$ cat src/rtl/board_draw_sequencer.sv
// -----------------------------------------------------------------------------
// board_draw_sequencer
//
// Walks the 8x8 Othello board in raster order and issues one draw request per
// square to a downstream 12x12 sprite plotter, then optionally draws the cursor
// sprite as a final overlay pass. The board and cursor are snapshotted when a
// redraw starts, so game-state changes mid-redraw do not tear the picture.
//
// Ports
//   clock        in   1    system clock, all state on rising edge
//   resetn       in   1    asynchronous active-low reset
//   start        in   1    request a full redraw (sampled only when idle)
//   board        in   128  cell i = board[2i+1:2i], i = row*8+col
//   cursor_row   in   3    cursor row 0..7
//   cursor_col   in   3    cursor column 0..7
//   cursor_en    in   1    draw the cursor overlay after the 64 cells
//   plot_x       out  8    sprite origin x
//   plot_y       out  7    sprite origin y
//   plot_select  out  2    0 empty, 1 black, 2 cursor, 3 white
//   plot_enable  out  1    one-cycle draw request pulse
//   busy         out  1    high while a redraw is in progress
//   done         out  1    one-cycle pulse when a redraw completes
// -----------------------------------------------------------------------------
module board_draw_sequencer #(
    parameter int CELL        = 12,
    parameter int ORIGIN_X    = 32,
    parameter int ORIGIN_Y    = 12,
    parameter int DRAW_CYCLES = 152
) (
    input  logic         clock,
    input  logic         resetn,
    input  logic         start,
    input  logic [127:0] board,
    input  logic [2:0]   cursor_row,
    input  logic [2:0]   cursor_col,
    input  logic         cursor_en,
    output logic [7:0]   plot_x,
    output logic [6:0]   plot_y,
    output logic [1:0]   plot_select,
    output logic         plot_enable,
    output logic         busy,
    output logic         done
);

    localparam int CNT_W = (DRAW_CYCLES > 1) ? $clog2(DRAW_CYCLES) : 1;
    localparam logic [CNT_W-1:0] CNT_LAST = CNT_W'(DRAW_CYCLES - 1);

    typedef enum logic [1:0] {
        S_IDLE  = 2'd0,
        S_ISSUE = 2'd1,
        S_WAIT  = 2'd2,
        S_DONE  = 2'd3
    } state_t;

    // Cell code to sprite: 10 is an unused encoding and draws as empty.
    function automatic logic [1:0] cell_sprite(input logic [1:0] code);
        logic [1:0] sel;
        case (code)
            2'b01:   sel = 2'd1;
            2'b11:   sel = 2'd3;
            default: sel = 2'd0;
        endcase
        return sel;
    endfunction

    function automatic logic [7:0] col_to_x(input logic [2:0] col);
        return 8'(ORIGIN_X + int'(col) * CELL);
    endfunction

    function automatic logic [6:0] row_to_y(input logic [2:0] row);
        return 7'(ORIGIN_Y + int'(row) * CELL);
    endfunction

    state_t           state_q,   state_d;
    logic [6:0]       index_q,   index_d;
    logic [CNT_W-1:0] cnt_q,     cnt_d;
    logic [127:0]     board_q,   board_d;
    logic [2:0]       crow_q,    crow_d;
    logic [2:0]       ccol_q,    ccol_d;
    logic             cen_q,     cen_d;
    logic [7:0]       plot_x_q,  plot_x_d;
    logic [6:0]       plot_y_q,  plot_y_d;
    logic [1:0]       plot_sel_q, plot_sel_d;
    logic             plot_en_q, plot_en_d;
    logic             busy_q,    busy_d;
    logic             done_q,    done_d;
    logic             load_draw_s;

    // Next-state, snapshot and registered-output computation.
    always_comb begin
        state_d     = state_q;
        index_d     = index_q;
        cnt_d       = cnt_q;
        board_d     = board_q;
        crow_d      = crow_q;
        ccol_d      = ccol_q;
        cen_d       = cen_q;
        plot_x_d    = plot_x_q;
        plot_y_d    = plot_y_q;
        plot_sel_d  = plot_sel_q;
        plot_en_d   = 1'b0;
        busy_d      = 1'b0;
        done_d      = 1'b0;
        load_draw_s = 1'b0;

        case (state_q)
            S_IDLE: begin
                if (start) begin
                    board_d     = board;
                    crow_d      = cursor_row;
                    ccol_d      = cursor_col;
                    cen_d       = cursor_en;
                    index_d     = 7'd0;
                    state_d     = S_ISSUE;
                    plot_en_d   = 1'b1;
                    busy_d      = 1'b1;
                    load_draw_s = 1'b1;
                end else begin
                    state_d = S_IDLE;
                end
            end
            S_ISSUE: begin
                state_d = S_WAIT;
                cnt_d   = {CNT_W{1'b0}};
                busy_d  = 1'b1;
            end
            S_WAIT: begin
                if (cnt_q == CNT_LAST) begin
                    // Index 64 is the cursor pass, reached only when enabled.
                    if ((index_q < 7'd63) || ((index_q == 7'd63) && cen_q)) begin
                        index_d     = index_q + 7'd1;
                        state_d     = S_ISSUE;
                        plot_en_d   = 1'b1;
                        busy_d      = 1'b1;
                        load_draw_s = 1'b1;
                    end else begin
                        state_d = S_DONE;
                        done_d  = 1'b1;
                    end
                end else begin
                    cnt_d  = cnt_q + {{(CNT_W-1){1'b0}}, 1'b1};
                    busy_d = 1'b1;
                end
            end
            S_DONE: begin
                state_d = S_IDLE;
            end
            default: begin
                state_d = S_IDLE;
            end
        endcase

        // Origin/select are loaded on the edge entering ISSUE and then held.
        // board_d is used so the very first draw sees the fresh snapshot.
        if (load_draw_s) begin
            if (index_d[6]) begin
                plot_x_d   = col_to_x(ccol_d);
                plot_y_d   = row_to_y(crow_d);
                plot_sel_d = 2'd2;
            end else begin
                plot_x_d   = col_to_x(index_d[2:0]);
                plot_y_d   = row_to_y(index_d[5:3]);
                plot_sel_d = cell_sprite(board_d[{index_d[5:0], 1'b0} +: 2]);
            end
        end else begin
            plot_x_d   = plot_x_q;
            plot_y_d   = plot_y_q;
            plot_sel_d = plot_sel_q;
        end
    end

    // Sequencer state, snapshot and output registers.
    always_ff @(posedge clock or negedge resetn) begin
        if (!resetn) begin
            state_q    <= S_IDLE;
            index_q    <= 7'd0;
            cnt_q      <= {CNT_W{1'b0}};
            board_q    <= 128'd0;
            crow_q     <= 3'd0;
            ccol_q     <= 3'd0;
            cen_q      <= 1'b0;
            plot_x_q   <= 8'd0;
            plot_y_q   <= 7'd0;
            plot_sel_q <= 2'd0;
            plot_en_q  <= 1'b0;
            busy_q     <= 1'b0;
            done_q     <= 1'b0;
        end else begin
            state_q    <= state_d;
            index_q    <= index_d;
            cnt_q      <= cnt_d;
            board_q    <= board_d;
            crow_q     <= crow_d;
            ccol_q     <= ccol_d;
            cen_q      <= cen_d;
            plot_x_q   <= plot_x_d;
            plot_y_q   <= plot_y_d;
            plot_sel_q <= plot_sel_d;
            plot_en_q  <= plot_en_d;
            busy_q     <= busy_d;
            done_q     <= done_d;
        end
    end

    assign plot_x      = plot_x_q;
    assign plot_y      = plot_y_q;
    assign plot_select = plot_sel_q;
    assign plot_enable = plot_en_q;
    assign busy        = busy_q;
    assign done        = done_q;

endmodule

$ cat config.mk
export PLATFORM = sky130hd
export DESIGN_NAME = board_draw_sequencer
export DESIGN_NICKNAME = d
export VERILOG_FILES = /design/src/rtl/board_draw_sequencer.sv
export SDC_FILE = /design/constraint.sdc
export NUM_CORES = 1
export LEC_CHECK = 0
export ABC_AREA = 0
export CORE_MARGIN = 4
export CORE_UTILIZATION = 55
export DETAILED_ROUTE_END_ITERATION = 16
export HOLD_SLACK_MARGIN = 0.06
export PLACE_DENSITY = 0.83
export REMOVE_ABC_BUFFERS = 1
export SYNTH_ARGS = -nofsm -noshare
export SYNTH_HDL_FRONTEND = slang
export SYNTH_SLANG_ARGS = --single-unit
$ cat constraint.sdc
create_clock -name clock -period 9.58 [get_ports clock]
set_input_delay 1.437 -clock clock [delete_from_list [all_inputs] [get_ports clock]]
set_output_delay 1.437 -clock clock [all_outputs]
set_load 0.005 [all_outputs]
Word level (Yosys, flattened, before mapping):

Index checks and enable logic that the tools add are counted.
Widths: inputs -> output; s select.

* bits in registers: 172
* latch bits: 0
* bits in writable memories: 0
* ROM bits: 0
* input port bits: 138
* output and inout port bits: 20
* logic and storage cells: 69
* memories kept: 0

* add/subtract/negate cells: 6
* $mul: 4
* divide/modulo/power cells: 0
* $lt $le $gt $ge: 1
* equal/unequal tests: 9
* shifts and indexed selects: 1
* mux-type cells: 29
* bitwise gates (word level): 0
* reduce and logical (&&, ||, !) cells: 6

Operator list (number)
* $mux 128: 2
* $shiftx 128x8->2: 1
* $mux 7: 4
* $mul 3x2->5 const B: 4
* $add 6x7->8 const A: 2
* $mux 8: 2
* $pmux 8 s2: 1
* $add 4x7->7 const A: 2
* $pmux 7 s2: 1
* $mux 3: 4
* $add 8x1->8 const B: 1
* $eq 8x8->1 const B: 1
* $mux 1: 8
* $pmux 2 s4: 1
* $add 7x1->7 const B: 1
* $eq 7x6->1 const B: 1
* $lt 7x6->1 const B: 1
* $eq 2x2->1 const B: 3
* $mux 2: 3
* $eq 2x1->1 const B: 2
* $ne 2x2->1 const B: 2
* $pmux 2 s2: 1
* $reduce_and 2->1: 2
* $pmux 1 s3: 1
* other kinds (5): 5

Logic depth before layout (Yosys ltp):

* word-level depth: 10
* depth in mapped cells: 20
* mapped depth without buffers: 13

Least setup slack after synthesis:

Ideal clock, no wire load.

* path kind: in2reg
* start point: in start
* end point: reg plot_y_q[6], in the netlist plot_y[6]
* setup time: 0.131 ns
* arrival time: 4.551 ns
* data required time: 9.449 ns
* slack: 4.898 ns
* stages on the path: 17
* buffers on the path: 6
* cells stage by stage: and2_1 -> buf_2 -> buf_4 -> buf_4 -> buf_2 -> buf_1 -> buf_2 -> mux2i_1 -> inv_1 -> ha_1 -> fa_1 -> inv_1 -> nand2_1 -> nor3b_1 -> a2111oi_0 -> xnor2_1 -> o21ai_0

* cells in the longest elaborated chain, start to end: 5
* elaborated cells on any way between the ends: 11
* those cells by class: 2 x add/sub; 2 x mul; 7 x mux

Ends and longest elaborated chain
* start: declaration: RTL line 32 `input logic start,`
* $mux 3: RTL line 108 `if (start) begin`
* $mux 3: RTL line 106 `case (state_q)`
* via crow_d[1]: RTL line 78 `logic [2:0] crow_q, crow_d;`
* $mul 3x2->5: RTL line 71 `return 7'(ORIGIN_Y + int'(row) * CELL);`
* $add 4x7->7: RTL line 71
* $mux 7: RTL line 156 `if (index_d[6]) begin`
* end signal: assignment: RTL line 197 `plot_y_q <= plot_y_d;`
* end: declaration: RTL line 82 `logic [6:0] plot_y_q, plot_y_d;`

The timed path passes the listed nets, and every way through them passes these cells.
A chain may end at the register's enable or synchronous reset.

Worst setup path in the final report:

* start point: in start
* end point: reg plot_sel_q[1], in the netlist plot_select[1]

* cells in the longest elaborated chain, start to end: 6
* elaborated cells on any way between the ends: 11
* those cells by class: 2 x eq/ne; 1 x shift; 8 x mux

Ends and longest elaborated chain
* $mux 7 / $mux 128 (equally long branches): RTL line 108
* $pmux 7 s2 / $mux 128 (equally long branches): RTL line 106
* $shiftx 128x8->2: RTL line 163 `plot_sel_d = cell_sprite(board_d[{index_d[5:0], 1'b0} +: 2]);`
* $eq 2x2->1 / $eq 2x1->1 (equally long branches): RTL line 58 `case (code)`
* $pmux 2 s2: RTL line 58
* $mux 2: RTL line 156
* end signal: assignment: RTL line 198 `plot_sel_q <= plot_sel_d;`
* end: declaration: RTL line 83 `logic [1:0] plot_sel_q, plot_sel_d;`

Parallel ways exist; a longest one is shown, timed or not.

==> run summary <==
unrepaired setup endpoints after global routing = false
Initial Util = 56.4%
H-tree lvl count = 4
PortBufs = 153
detailed-route wire length = 21900 microns
Adder-Cell Fraction of Synth Area = 3.11%
post-DR wirelength/cell = 16.7 microns
crit path DAT = 5.61 ns
fraction of layout cells with a size suffix above 1 = 7.25%
Lkg Pwr = 5.62 nW
startpoint types = input port
TritonCTS Sinks = 168
DRC = 0
yosys warns = 0
Crit path required time = 9.95 ns
min cycle time layout = 5.24 ns
first-pass GRT wire length = 35700 microns
Cell Area, Synth = 8600 sq um
drt pass-1 iters = 5
largest family of logic cells by synthesized area = simple AND/OR/NAND/NOR gates
final setup vio count = 0
Post-Synth XOR/XNOR Area = 1.02%
multiplexer area fraction after synthesis = 9.18%
Max VDD drop = 0.135 mV
Simple-Gate Fraction of Synth Area = 26.1%
critical path class = input port to register
Ports = 158
post-synthesis compound-gate area fraction = 7.26%
Power Dens Cells = 139 nW/um^2
via count = 7078
count of final max-slew check failures = 0
Yosys top cell area share = 48.9%
post-route ant nets = 0
period utilization = 54.7%
sequential area share after synthesis = 48.9%
total chip power = 1.51 mW
Slew @ Worst Pin = 1.01 ns
Hold Buf Count CTS = 0
Setup crit end kind = register
Post-Syn Instances = 964
Core ar. = 15300 sq um
Filler cells = 1117
Rows = 45
Total GRT Usage = 25.4%
CTS tree = built
Mean Syn Cell Area = 8.92 sq um
Final Net Count = 1248
number of CTS-inserted buffers = 17
clk buf depth = 2
achievable frequency = 0.191 GHz
1st-iter DRT viols = 432
max-cap violations = 0
cell area after layout = 10800 sq um
flops & latches, synth = 168
hold crit path type = register to register
Fin. Hold Viols = 0
hpwl dp = 15300 microns
Root Buffer = clkbuf_16
largest net degree at the start of global routing = 89
insertion delay to the later sink of the worst-skew pair = 0.43 ns
Placed Area = 10200 sq um
post-CTS resize count = 0
setup tns final = 0 ns
Die Wd = 133 microns
drt via density = 5.39
Critical Path Fanout Max = 73
Area Growth Syn to Fin = 25.7%
ANT cells = 0
area leader, netlist = dfrtp_1
initial antenna violation count = 0
FFs w/ async S/R, synth = 100%
status = finished, final reports clean
Overflow after GRT = 0
clk_skew = 0.00773 ns
EDFF count, synth = 0
die area = 17700 sq um
clock-pin slew of the registers on the worst-case setup and hold paths = 0.06 ns
via count of the first global-routing pass = 7186
largest cells by area after synthesis = dfrtp_1, nand2_1, mux2i_1, ha_1, mux4_2
Unique masters post-synth = 79
slew margin rel. = 32.9%
top_reg_cell synth = dfrtp_1
most frequent cells in the layout = nand2_1, dfrtp_1, clkdlybuf4s50_1
gpl congestion = 0.872
Die Ht = 133 microns
commonest non-fill, non-tap cell in the layout = nand2_1
Setup Buffers After CTS = 0
==> cell type report <==
class | instances | area [sq um] | share of cell area (%)
Clock buffer | 19 | 443 | 4.10
Multi-Input combinational cell | 721 | 4050 | 37.4
Inverter | 23 | 88.8 | 0.822
Clock inverter | 12 | 176 | 1.63
Timing Repair Buffer | 160 | 1590 | 14.7
Tap cell | 211 | 264 | 2.44
Sequential cell | 168 | 4200 | 38.9
==> per-layer routing <==
metal	GRT usage, %	share of wire [%]	vias to the layer above
met3	7.03	7.6	47
met2	40.0	48	278
li1	-	-	3416
met4	8.89	2.4	0
met5	0	0	-
met1	34.0	42	3337
==> critical path, cell delays in order <==
cell and delay (ns):
clkdlybuf4s50_1 0.49, nand2_4 0.53, buf_4 0.71, o211a_2 0.41, nor2_8 0.13, inv_4 0.31
nand2_1 0.21, or2_1 0.27, and4b_1 0.19, or4_1 0.50, a32oi_1 0.21, o22a_1 0.14
==> sequential cells by signal, indices dropped and copies added (netlist names) <==
signal	count
cen_q	1
ccol_q	3
plot_enable	1
plot_select	2
crow_q	3
board_q	128
busy	1
done	1
cnt_q	8
state_q	2
index_q	7
plot_x	6
plot_y	5
==> synth_stat cells, types with 4 or more instances <==
library cell  number
mux4_2             7
or2_1              4
and2_1             4
o21ai_0           16
inv_1             21
nand3_1           13
buf_4              8
clkbuf_1          16
mux2i_1           46
mux2_2            13
buf_6              4
xnor2_1            7
nand2_1          413
and3_1             6
dfrtp_1          168
o211ai_1           8
nand2b_1           6
a21oi_1           26
nor2_1            38
nand4_1            5
nor3_1             8
or3_1              5
buf_2             18
ha_1              15
fa_1               4
buf_1              9
==> final timing paths <==
kind,cells after the start,from,slack [ns],end
worst max-delay path,12,start,4.34,plot_select[1]
worst min-delay path,2,board_q[21],0.47,board_q[21]
worst max register to register,12,state_q[0],5.27,plot_select[1]
worst min register to register,2,board_q[21],0.47,board_q[21]
max in group asynchronous,2,resetn,7.06,board_q[111]
min in group asynchronous,1,resetn,1.03,board_q[121]
==> metrics by stage <==
stage	hold slack, ns	util, %	instances	setup slack, ns
after CTS	0.468	70.8	1314	4.40
after floorplan	0.433	-	912	2.89
final	0.469	70.8	1314	4.34
after global placement	0.450	66.8	1283	4.06
after detailed placement	0.452	66.8	1283	3.96
after global routing	0.480	70.8	1314	4.07
==> logic make-up after synthesis <==
group           Yosys count
buf+inv                  78
fa+ha+maj                19
simple gates            529
xor+xnor                 10
compound gates           91
other cells               1
flops                   168
mux                      68
==> where the power goes <==
group          switching (mW)  internal, mW  leakage [nW]
Clock                   0.284         0.441         0.299
Combinational          0.0226        0.0493          3.00
Sequential                  0         0.709          2.32
Power figures use the tool's default switching activity.
